[src/rtl/mem_access_stage.sv]
// MEM stage: req/ack data-memory access, byte-lane steering, load extend, MEM/WB register.
// Define MISALIGN_TRAP_EN to trap misaligned half/word accesses on the extra misalign_o output.
module mem_access_stage #(
   parameter int unsigned ACK_TIMEOUT = 16
) (
   input  logic        clk,
   input  logic        rst,
   input  logic        RegWrite_i,
   input  logic        RegData_i,
   input  logic        MemRead_i,
   input  logic        MemWrite_i,
   input  logic [5:0]  Op_i,
   input  logic [31:0] ALUResult_i,
   input  logic [31:0] Data_i,
   input  logic [4:0]  Rd_i,
   output logic        stall_o,
   output logic        mem_req,
   output logic        mem_we,
   output logic [31:0] mem_addr,
   output logic [3:0]  mem_be,
   output logic [31:0] mem_wdata,
   input  logic [31:0] mem_rdata,
   input  logic        mem_ack,
   output logic        RegWrite_o,
   output logic [31:0] WriteData_o,
   output logic [4:0]  Rd_o,
`ifdef MISALIGN_TRAP_EN
   output logic        misalign_o,
`endif
   output logic        bus_err_o
);

   localparam logic [5:0] OP_LB  = 6'h20;
   localparam logic [5:0] OP_LH  = 6'h21;
   localparam logic [5:0] OP_LW  = 6'h23;
   localparam logic [5:0] OP_LBU = 6'h24;
   localparam logic [5:0] OP_LHU = 6'h25;
   localparam logic [5:0] OP_SB  = 6'h28;
   localparam logic [5:0] OP_SH  = 6'h29;
   localparam logic [5:0] OP_SW  = 6'h2B;

   localparam int unsigned CW = (ACK_TIMEOUT > 1) ? $clog2(ACK_TIMEOUT) : 1;
   localparam logic [CW-1:0] CNT_MAX = CW'(ACK_TIMEOUT - 1);

   typedef enum logic {
      S_IDLE,
      S_WAIT
   } state_e;

   state_e        state_q, state_d;
   logic [CW-1:0] cnt_q, cnt_d;
   logic          req_q, req_d;
   logic          we_q, we_d;
   logic [29:0]   addr_q, addr_d;
   logic [1:0]    alo_q, alo_d;
   logic [3:0]    be_q, be_d;
   logic [31:0]   wdata_q, wdata_d;
   logic [5:0]    op_q, op_d;
   logic [4:0]    rd_q, rd_d;
   logic          rw_q, rw_d;
   logic          rsel_q, rsel_d;
   logic          rwo_q, rwo_d;
   logic [31:0]   wbo_q, wbo_d;
   logic [4:0]    rdo_q, rdo_d;
   logic          err_q, err_d;
`ifdef MISALIGN_TRAP_EN
   logic          mis_q, mis_d;
`endif

   logic          access;
   logic          is_load;
   logic          misal;
   logic          in_idle;
   logic          in_wait;
   logic          timeout;
   logic [3:0]    be_st;
   logic [31:0]   wd_st;
   logic [7:0]    byte_v;
   logic [15:0]   half_v;
   logic [31:0]   ld_fmt;

   assign access  = MemRead_i | MemWrite_i;
   assign is_load = MemRead_i;
   assign in_idle = (state_q == S_IDLE);
   assign in_wait = (state_q == S_WAIT);
   assign timeout = in_wait & ~mem_ack & (cnt_q == CNT_MAX);

`ifdef MISALIGN_TRAP_EN
   assign misal =
      (((Op_i == OP_LH) || (Op_i == OP_LHU) || (Op_i == OP_SH))
         && ALUResult_i[0])
      || (((Op_i == OP_LW) || (Op_i == OP_SW))
         && (ALUResult_i[1:0] != 2'b00));
   assign misalign_o = mis_q;
`else
   assign misal = 1'b0;
`endif

   assign stall_o = (in_idle & access & ~misal)
                  | (in_wait & ~mem_ack & ~timeout);

   assign mem_req     = req_q;
   assign mem_we      = we_q;
   assign mem_addr    = {addr_q, 2'b00};
   assign mem_be      = be_q;
   assign mem_wdata   = wdata_q;
   assign RegWrite_o  = rwo_q;
   assign WriteData_o = wbo_q;
   assign Rd_o        = rdo_q;
   assign bus_err_o   = err_q;

   // Loads always fetch the full word; sub-word stores steer into lanes.
   always_comb begin
      be_st = 4'b1111;
      wd_st = Data_i;
      if (!is_load) begin
         unique case (1'b1)
            Op_i == OP_SB: begin
               be_st = 4'b0001 << ALUResult_i[1:0];
               wd_st = {4{Data_i[7:0]}};
            end
            Op_i == OP_SH: begin
               be_st = ALUResult_i[1] ? 4'b1100 : 4'b0011;
               wd_st = {2{Data_i[15:0]}};
            end
            default: ;
         endcase
      end
   end

   always_comb begin
      unique case (alo_q)
         2'd0:    byte_v = mem_rdata[7:0];
         2'd1:    byte_v = mem_rdata[15:8];
         2'd2:    byte_v = mem_rdata[23:16];
         default: byte_v = mem_rdata[31:24];
      endcase
      half_v = alo_q[1] ? mem_rdata[31:16] : mem_rdata[15:0];
      ld_fmt = mem_rdata;
      unique case (1'b1)
         op_q == OP_LB:  ld_fmt = {{24{byte_v[7]}}, byte_v};
         op_q == OP_LBU: ld_fmt = {24'b0, byte_v};
         op_q == OP_LH:  ld_fmt = {{16{half_v[15]}}, half_v};
         op_q == OP_LHU: ld_fmt = {16'b0, half_v};
         default: ;
      endcase
   end

   always_ff @(posedge clk) begin
      if (!rst) begin
         state_q <= S_IDLE;
         cnt_q   <= '0;
         req_q   <= 1'b0;
         we_q    <= 1'b0;
         addr_q  <= '0;
         alo_q   <= '0;
         be_q    <= '0;
         wdata_q <= '0;
         op_q    <= '0;
         rd_q    <= '0;
         rw_q    <= 1'b0;
         rsel_q  <= 1'b0;
         rwo_q   <= 1'b0;
         wbo_q   <= '0;
         rdo_q   <= '0;
         err_q   <= 1'b0;
`ifdef MISALIGN_TRAP_EN
         mis_q   <= 1'b0;
`endif
      end else begin
         state_q <= state_d;
         cnt_q   <= cnt_d;
         req_q   <= req_d;
         we_q    <= we_d;
         addr_q  <= addr_d;
         alo_q   <= alo_d;
         be_q    <= be_d;
         wdata_q <= wdata_d;
         op_q    <= op_d;
         rd_q    <= rd_d;
         rw_q    <= rw_d;
         rsel_q  <= rsel_d;
         rwo_q   <= rwo_d;
         wbo_q   <= wbo_d;
         rdo_q   <= rdo_d;
         err_q   <= err_d;
`ifdef MISALIGN_TRAP_EN
         mis_q   <= mis_d;
`endif
      end
   end

   always_comb begin
      state_d = state_q;
      case (state_q)
         S_IDLE: if (access && !misal) state_d = S_WAIT;
         S_WAIT: if (mem_ack || timeout) state_d = S_IDLE;
         default: state_d = S_IDLE;
      endcase
   end

   always_comb begin
      cnt_d   = cnt_q;
      req_d   = req_q;
      we_d    = we_q;
      addr_d  = addr_q;
      alo_d   = alo_q;
      be_d    = be_q;
      wdata_d = wdata_q;
      op_d    = op_q;
      rd_d    = rd_q;
      rw_d    = rw_q;
      rsel_d  = rsel_q;
      rwo_d   = 1'b0;
      wbo_d   = wbo_q;
      rdo_d   = rdo_q;
      err_d   = 1'b0;
`ifdef MISALIGN_TRAP_EN
      mis_d   = 1'b0;
`endif
      case (state_q)
         S_IDLE: begin
            if (!access) begin
               rwo_d = RegWrite_i;
               wbo_d = ALUResult_i;
               rdo_d = Rd_i;
            end else if (misal) begin
`ifdef MISALIGN_TRAP_EN
               mis_d = 1'b1;
`endif
            end else begin
               req_d   = 1'b1;
               we_d    = ~is_load;
               addr_d  = ALUResult_i[31:2];
               alo_d   = ALUResult_i[1:0];
               be_d    = be_st;
               wdata_d = wd_st;
               op_d    = Op_i;
               rd_d    = Rd_i;
               rw_d    = RegWrite_i;
               rsel_d  = RegData_i;
               cnt_d   = '0;
            end
         end
         S_WAIT: begin
            if (mem_ack) begin
               req_d = 1'b0;
               cnt_d = '0;
               rwo_d = rw_q;
               wbo_d = rsel_q ? ld_fmt : {addr_q, alo_q};
               rdo_d = rd_q;
            end else if (timeout) begin
               req_d = 1'b0;
               cnt_d = '0;
               err_d = 1'b1;
            end else begin
               cnt_d = cnt_q + CW'(1);
            end
         end
         default: ;
      endcase
   end

endmodule

[config.mk]
export PLATFORM = sky130hd
export DESIGN_NAME = mem_access_stage
export DESIGN_NICKNAME = d
export VERILOG_FILES = /design/src/rtl/mem_access_stage.sv
export SDC_FILE = /design/constraint.sdc
export NUM_CORES = 1
export LEC_CHECK = 0
export CORE_MARGIN = 4
export CORE_UTILIZATION = 42
export DETAILED_ROUTE_END_ITERATION = 12
export HOLD_SLACK_MARGIN = 0.03
export PLACE_DENSITY = 0.79
export SKIP_LAST_GASP = 1
export SLEW_MARGIN = 20
export SYNTH_ARGS = -nofsm -noshare
export SYNTH_HDL_FRONTEND = slang
export SYNTH_SLANG_ARGS = --single-unit
[constraint.sdc]
create_clock -name clk -period 1.5 [get_ports clk]
set_input_delay 0.225 -clock clk [delete_from_list [all_inputs] [get_ports clk]]
set_output_delay 0.225 -clock clk [all_outputs]
set_load 0.01 [all_outputs]
### Word-level counts from Yosys, hierarchy flattened

Cells that the tools add are included.

* $add $sub $neg: 1
* equal/unequal tests: 13
* shifts and indexed selects: 1
* mux-type cells: 30
* bitwise operators: 11
* reduce and logical (&&, ||, !) cells: 6

Operator list (number)
* 32-bit 2-to-1 mux: 4
* 32-bit one-hot mux with 2 select lines: 2
* 32-bit one-hot mux with 4 select lines: 1
* 6-bit equality test, second input constant: 6
* 8-bit one-hot mux with 3 select lines: 1
* 4-bit 2-to-1 mux: 5
* 16-bit 2-to-1 mux: 1
* 4-bit one-hot mux with 2 select lines: 2
* 5-bit 2-to-1 mux: 2
* 5-bit one-hot mux with 2 select lines: 1
* 1-bit 2-to-1 mux: 8
* 2-bit inequality test, second input constant: 3
* 1-bit one-hot mux with 2 select lines: 3
* 2-bit AND reduction: 3
* 1-bit inverter: 5
* 4-bit by 1-bit adder with 4-bit output, second input constant: 1
* 1-bit bitwise AND: 4
* 4-bit equality test, second input constant: 1
* 1-bit by 2-bit << shifter with 4-bit output, first input constant: 1
* 3-bit by 2-bit inequality test with 1-bit output, second input constant: 1
* 3-bit OR reduction: 1
* 2-bit by 1-bit equality test with 1-bit output, second input constant: 1
* 2-bit equality test, second input constant: 1
* 2-bit logical NOT: 1
* 2 further kinds: 3

* register bits after elaboration: 127
* bits of input ports: 114
* output and inout bits: 110
* word-level logic and storage cells: 78

### Longest topological paths before layout

* word-level depth: 6
* gate-level depth with buffers: 8

### Worst setup path before layout

Ideal clock, no wire load.

* kind: reg2reg
* start: reg state_q, in the netlist in_wait
* end: reg wbo_q[26], in the netlist WriteData_o[26]
* library setup time: 0.122 ns
* arrival: 1.586 ns
* path slack: -0.208 ns
* cell stages (with the launch flop): 7
* path buffers: 3
* clock period less this slack: 1.708 ns
* path through: dfxtp_1 -> buf_2 -> or3_4 -> and3_1 -> buf_2 -> buf_6 -> a221o_1

* cells in the longest elaborated chain, start to end: 3

Ends and longest elaborated chain
* start, declared: RTL line 50 `state_e state_q, state_d;`
* start signal, assigned: RTL line 171 `state_q <= state_d;`
* 1-bit inverter (no source line)
* 2-bit inequality test (no source line)
* 2-bit AND reduction (no source line)
* end signal, assigned: RTL line 184 `wbo_q <= wbo_d;`
* end, declared: RTL line 63 `logic [31:0] wbo_q, wbo_d;`

Several ways; a longest one is shown, not always the timed one.
A chain may end at the register's enable or synchronous reset.

### Worst setup path in the final report

* start: reg op_q[1]
* end: reg wbo_q[14], in the netlist WriteData_o[14]

* cells in the longest elaborated chain, start to end: 5

Ends and longest elaborated chain
* start, declared: RTL line 58 `logic [5:0] op_q, op_d;`
* start signal, assigned: RTL line 179 `op_q <= op_d;`
* 6-bit equality test (on tied branches)
* 32-bit one-hot mux with 4 select lines (*): RTL line 140 `unique case (1'b1)`
* 32-bit 2-to-1 mux (*): RTL line 250 `wbo_d = rsel_q ? ld_fmt : {addr_q, alo_q};`
* 32-bit 2-to-1 mux (*): RTL line 246 `if (mem_ack) begin`
* 32-bit one-hot mux with 2 select lines (*): RTL line 221 `case (state_q)`

Mark *: on every way between the ends. The rest lies on a longest branch, timed or not. The select of a mux whose other input is x is not followed.

==> impl_metrics.json <==
{
  "root_buffer": "clkbuf_16",
  "violations": "setup timing",
  "maxCapViolCount": 0,
  "ys_seq_area_share_pct": 38.9,
  "report.final.slew_viol_count": 0,
  "fp-row-count": 45,
  "clk_pin_slew_ns": 0.06,
  "first_iter_violations": 481,
  "design.core.area_sq_um": 15300,
  "cts_tree": "yes",
  "ys_types": 56,
  "reg2reg_slack_ns": -0.28,
  "overflow": 0,
  "cts-buffers-inserted": 17,
  "yosys_warnings": 0,
  "layout_setup_ws_ns": -0.276,
  "detail-route-antenna-nets": 0,
  "io_buffer_count": 221,
  "start_kind": "register",
  "total_power_uw": 10200,
  "die_area_sq_um": 17600,
  "cp_data_arrival_time_ns": 2.07,
  "critPathCaptureType": "register",
  "cts_buffer_depth": 2,
  "dr.pass1.iters": 6,
  "fin_crit_ns": 1.78,
  "wirelength_mm": 23.0,
  "routedWlPerCell_um": 18.5,
  "crit_chain": "or4b_4, buf_12, buf_4, a221oi_2, a21oi_1",
  "setup-violations-final": 33,
  "worst-path-stages": 5,
  "viasPerCell": 5.65,
  "clock.fmax_mhz": 563,
  "hold_class": "in -> reg",
  "fill_cells": 1265,
  "critPathTopFamily": "simple AND/OR/NAND/NOR gates",
  "vdd_drop_max_mv": 0.816,
  "path_max_fanout": 20,
  "worstRegToRegCells": 5,
  "syn_area_sq_um": 6540,
  "ios": 224,
  "diodes": 0,
  "nets": 1132,
  "ys.flop_type": "dfxtp_1",
  "p_leak_uw": 0.00429,
  "fp.dieH_um": 133,
  "grtUsageTotal_pct": 25.2,
  "grt_start_max_net_pins": 72,
  "clock-skew-final_ns": 0.0108,
  "hold_viol": 0,
  "async_flop_share_pct": 0,
  "clk_latency_ns": 0.42,
  "antenna_found_initial": 0,
  "cp_slowest_cell": "or4b_4",
  "drc": 0,
  "hold-worst-slack_ns": 0.330,
  "cts.sinks": 127,
  "syn_to_final_growth_pct": 52.8,
  "rr_startpoint": "op_q[1]$_SDFFE_PN0P_",
  "drive_gt1_share_pct": 14.4,
  "timing.rr.end": "WriteData_o[14]$_SDFFE_PN0P_",
  "synth_cells": 777,
  "fin_crit_sh_pct": 118,
  "route.vias.total": 7009,
  "dp_hpwl_mm": 16.2,
  "grt_pass1_vias": 6673,
  "start_util_pct": 42.9,
  "required_ns": 1.79,
  "htreeDepth": 4,
  "tns_ns": -5.94,
  "grt_pass1_wl_mm": 35.8,
  "rsz0062_at_grt": "true",
  "crit_buf_inv": 2,
  "fp.dieW_um": 133,
  "place.gp.congestion": 0.894,
  "dpl_cell_area_sq_um": 9400,
  "syn_avg_cell_area_sq_um": 8.42,
  "worst-setup-path-type": "reg -> reg",
  "run_status": "finished, violations left",
  "fin_area_sq_um": 10000,
  "slowest_delay_ns": 0.59,
  "synth.ff_latch_count": 127,
  "cp-endpoint": "WriteData_o[14]$_SDFFE_PN0P_",
  "power_density_nw_per_um2": 1020,
  "synth_edf_count": 0,
  "startpoint": "op_q[1]$_SDFFE_PN0P_"
}
-- power by group --
| group | leakage, uW | total (uW) | switching, uW | internal, uW |
|---|---|---|---|---|
| registers | 0.00105 | 3850 | 177 | 3670 |
| logic | 0.00297 | 2380 | 1210 | 1170 |
| clock network | 0.000277 | 4000 | 1520 | 2480 |
-- how the worst min path moves through the flow --
stage                                           end  cells after the start  slack, ns                       from
final                         alo_q[0]$_SDFFE_PN0P_                      3       0.33                        rst
after floorplan                op_q[5]$_SDFFE_PN0P_                      2       0.36                    Op_i[5]
after global routing         addr_q[7]$_SDFFE_PN0P_                      3       0.32                        rst
after CTS                     alo_q[0]$_SDFFE_PN0P_                      3       0.30                        rst
after global placement    mem_wdata[4]$_SDFFE_PN0P_                      2       0.44  mem_wdata[4]$_SDFFE_PN0P_
after detailed placement  mem_wdata[4]$_SDFFE_PN0P_                      2       0.45  mem_wdata[4]$_SDFFE_PN0P_
-- registers in the layout, indices dropped and copies added, names as in the netlist --
register     count
WriteData_o     32
mem_wdata       32
addr_q          30
op_q             6
Rd_o             5
rd_q             5
cnt_q            4
mem_be           4
alo_q            2
RegWrite_o       1
bus_err_o        1
in_wait          1
mem_req          1
mem_we           1
rsel_q           1
rw_q             1
-- repair_timing --
item	4_1_cts	5_1_grt
endpoints found under the setup margin	178	75
pin swaps	3	6
cloned	0	1
hold buffers	0	0
setup buffers	3	1
hold endpoints to repair	0	0
resized for setup	117	21
-- metal layers --
layer	part of all wire (%)	routed length, um	vias to the layer above	GRT usage (%)
li1	-	-	3310	-
met1	42	9560	3339	31.2
met2	48	11000	308	41.7
met3	8.1	1860	52	7.26
met4	2.5	577	0	9.24
met5	0	0	-	0
-- worst min-delay path: cells and delay by family --
kind                   cells  cell delay, ns
AO/OA/AOI/OAI              1            0.13
buffers and inverters      2            0.34
-- stage by stage --
step	instances	util (%)	setup slack (ns)
6_report	1240	65.5	-0.276
2_1_floorplan	778	-	-0.168
3_5_place_dp	1204	61.6	-0.464
3_3_place_gp	1204	61.6	-0.451
5_1_grt	1240	65.5	-0.328
4_1_cts	1238	64.7	-0.225
-- cell usage in the layout, fill, tap and decap left out, types with 6 or more instances in the layout --
master	instances
a211oi_1	15
o21ai_0	25
nor3b_1	10
a21boi_1	44
nor2b_1	13
dfxtp_1	124
o22ai_1	10
clkbuf_16	18
o211ai_1	9
buf_12	14
and3_1	11
o221ai_1	6
a21boi_0	9
buf_4	57
mux2i_1	46
clkdlybuf4s50_1	112
mux2_2	9
nor2_1	48
nand2_1	146
a2111oi_0	12
nand3_1	22
a221o_1	15
a21oi_1	13
o21ai_1	20
a22oi_1	15
dlygate4sd2_1	107
o211a_1	7
-- synthesized netlist by cell type, drive strengths merged, types with 4 or more instances --
master,n,area (sq um)
nand2,146,548
dfxtp,127,2540
clkbuf,55,206
a21boi,54,405
nor2,49,184
o21ai,47,235
mux2i,46,460
nand3,22,110
buf,21,151
a22oi,17,128
a2111oi,15,131
a211oi,15,113
a221o,15,150
a21oi,14,81.3
and3,13,81.3
nor2b,13,81.3
nor3b,10,75.1
o22ai,10,62.6
mux2,9,101
o211ai,9,67.6
o2bb2ai,8,76.3
a41oi,7,76.3
o211a,7,70.1
o221ai,6,52.6
inv,5,18.8
o221a,4,45.0
-- cells by family after synthesis --
group           Yosys count  synth area share, %
xor+xnor                  2                0.268
compound gates          241                 27.9
fa+ha+maj                 1                0.191
simple gates            269                 18.4
mux                      55                 8.59
flops                   127                 38.9
other cells               1               0.0573
buf+inv                  81                 5.76
-- final cells by class --
cell class	instances	area, sq um	area share (%)
clock buffer	21	450	4.50
clock inverter	10	114	1.14
inverter	5	18.8	0.188
multi-input combinational	570	3750	37.6
sequential	127	2550	25.5
tap	211	264	2.64
timing repair buffer	296	2850	28.5
No activity file was read; power rests on OpenSTA's default activity.
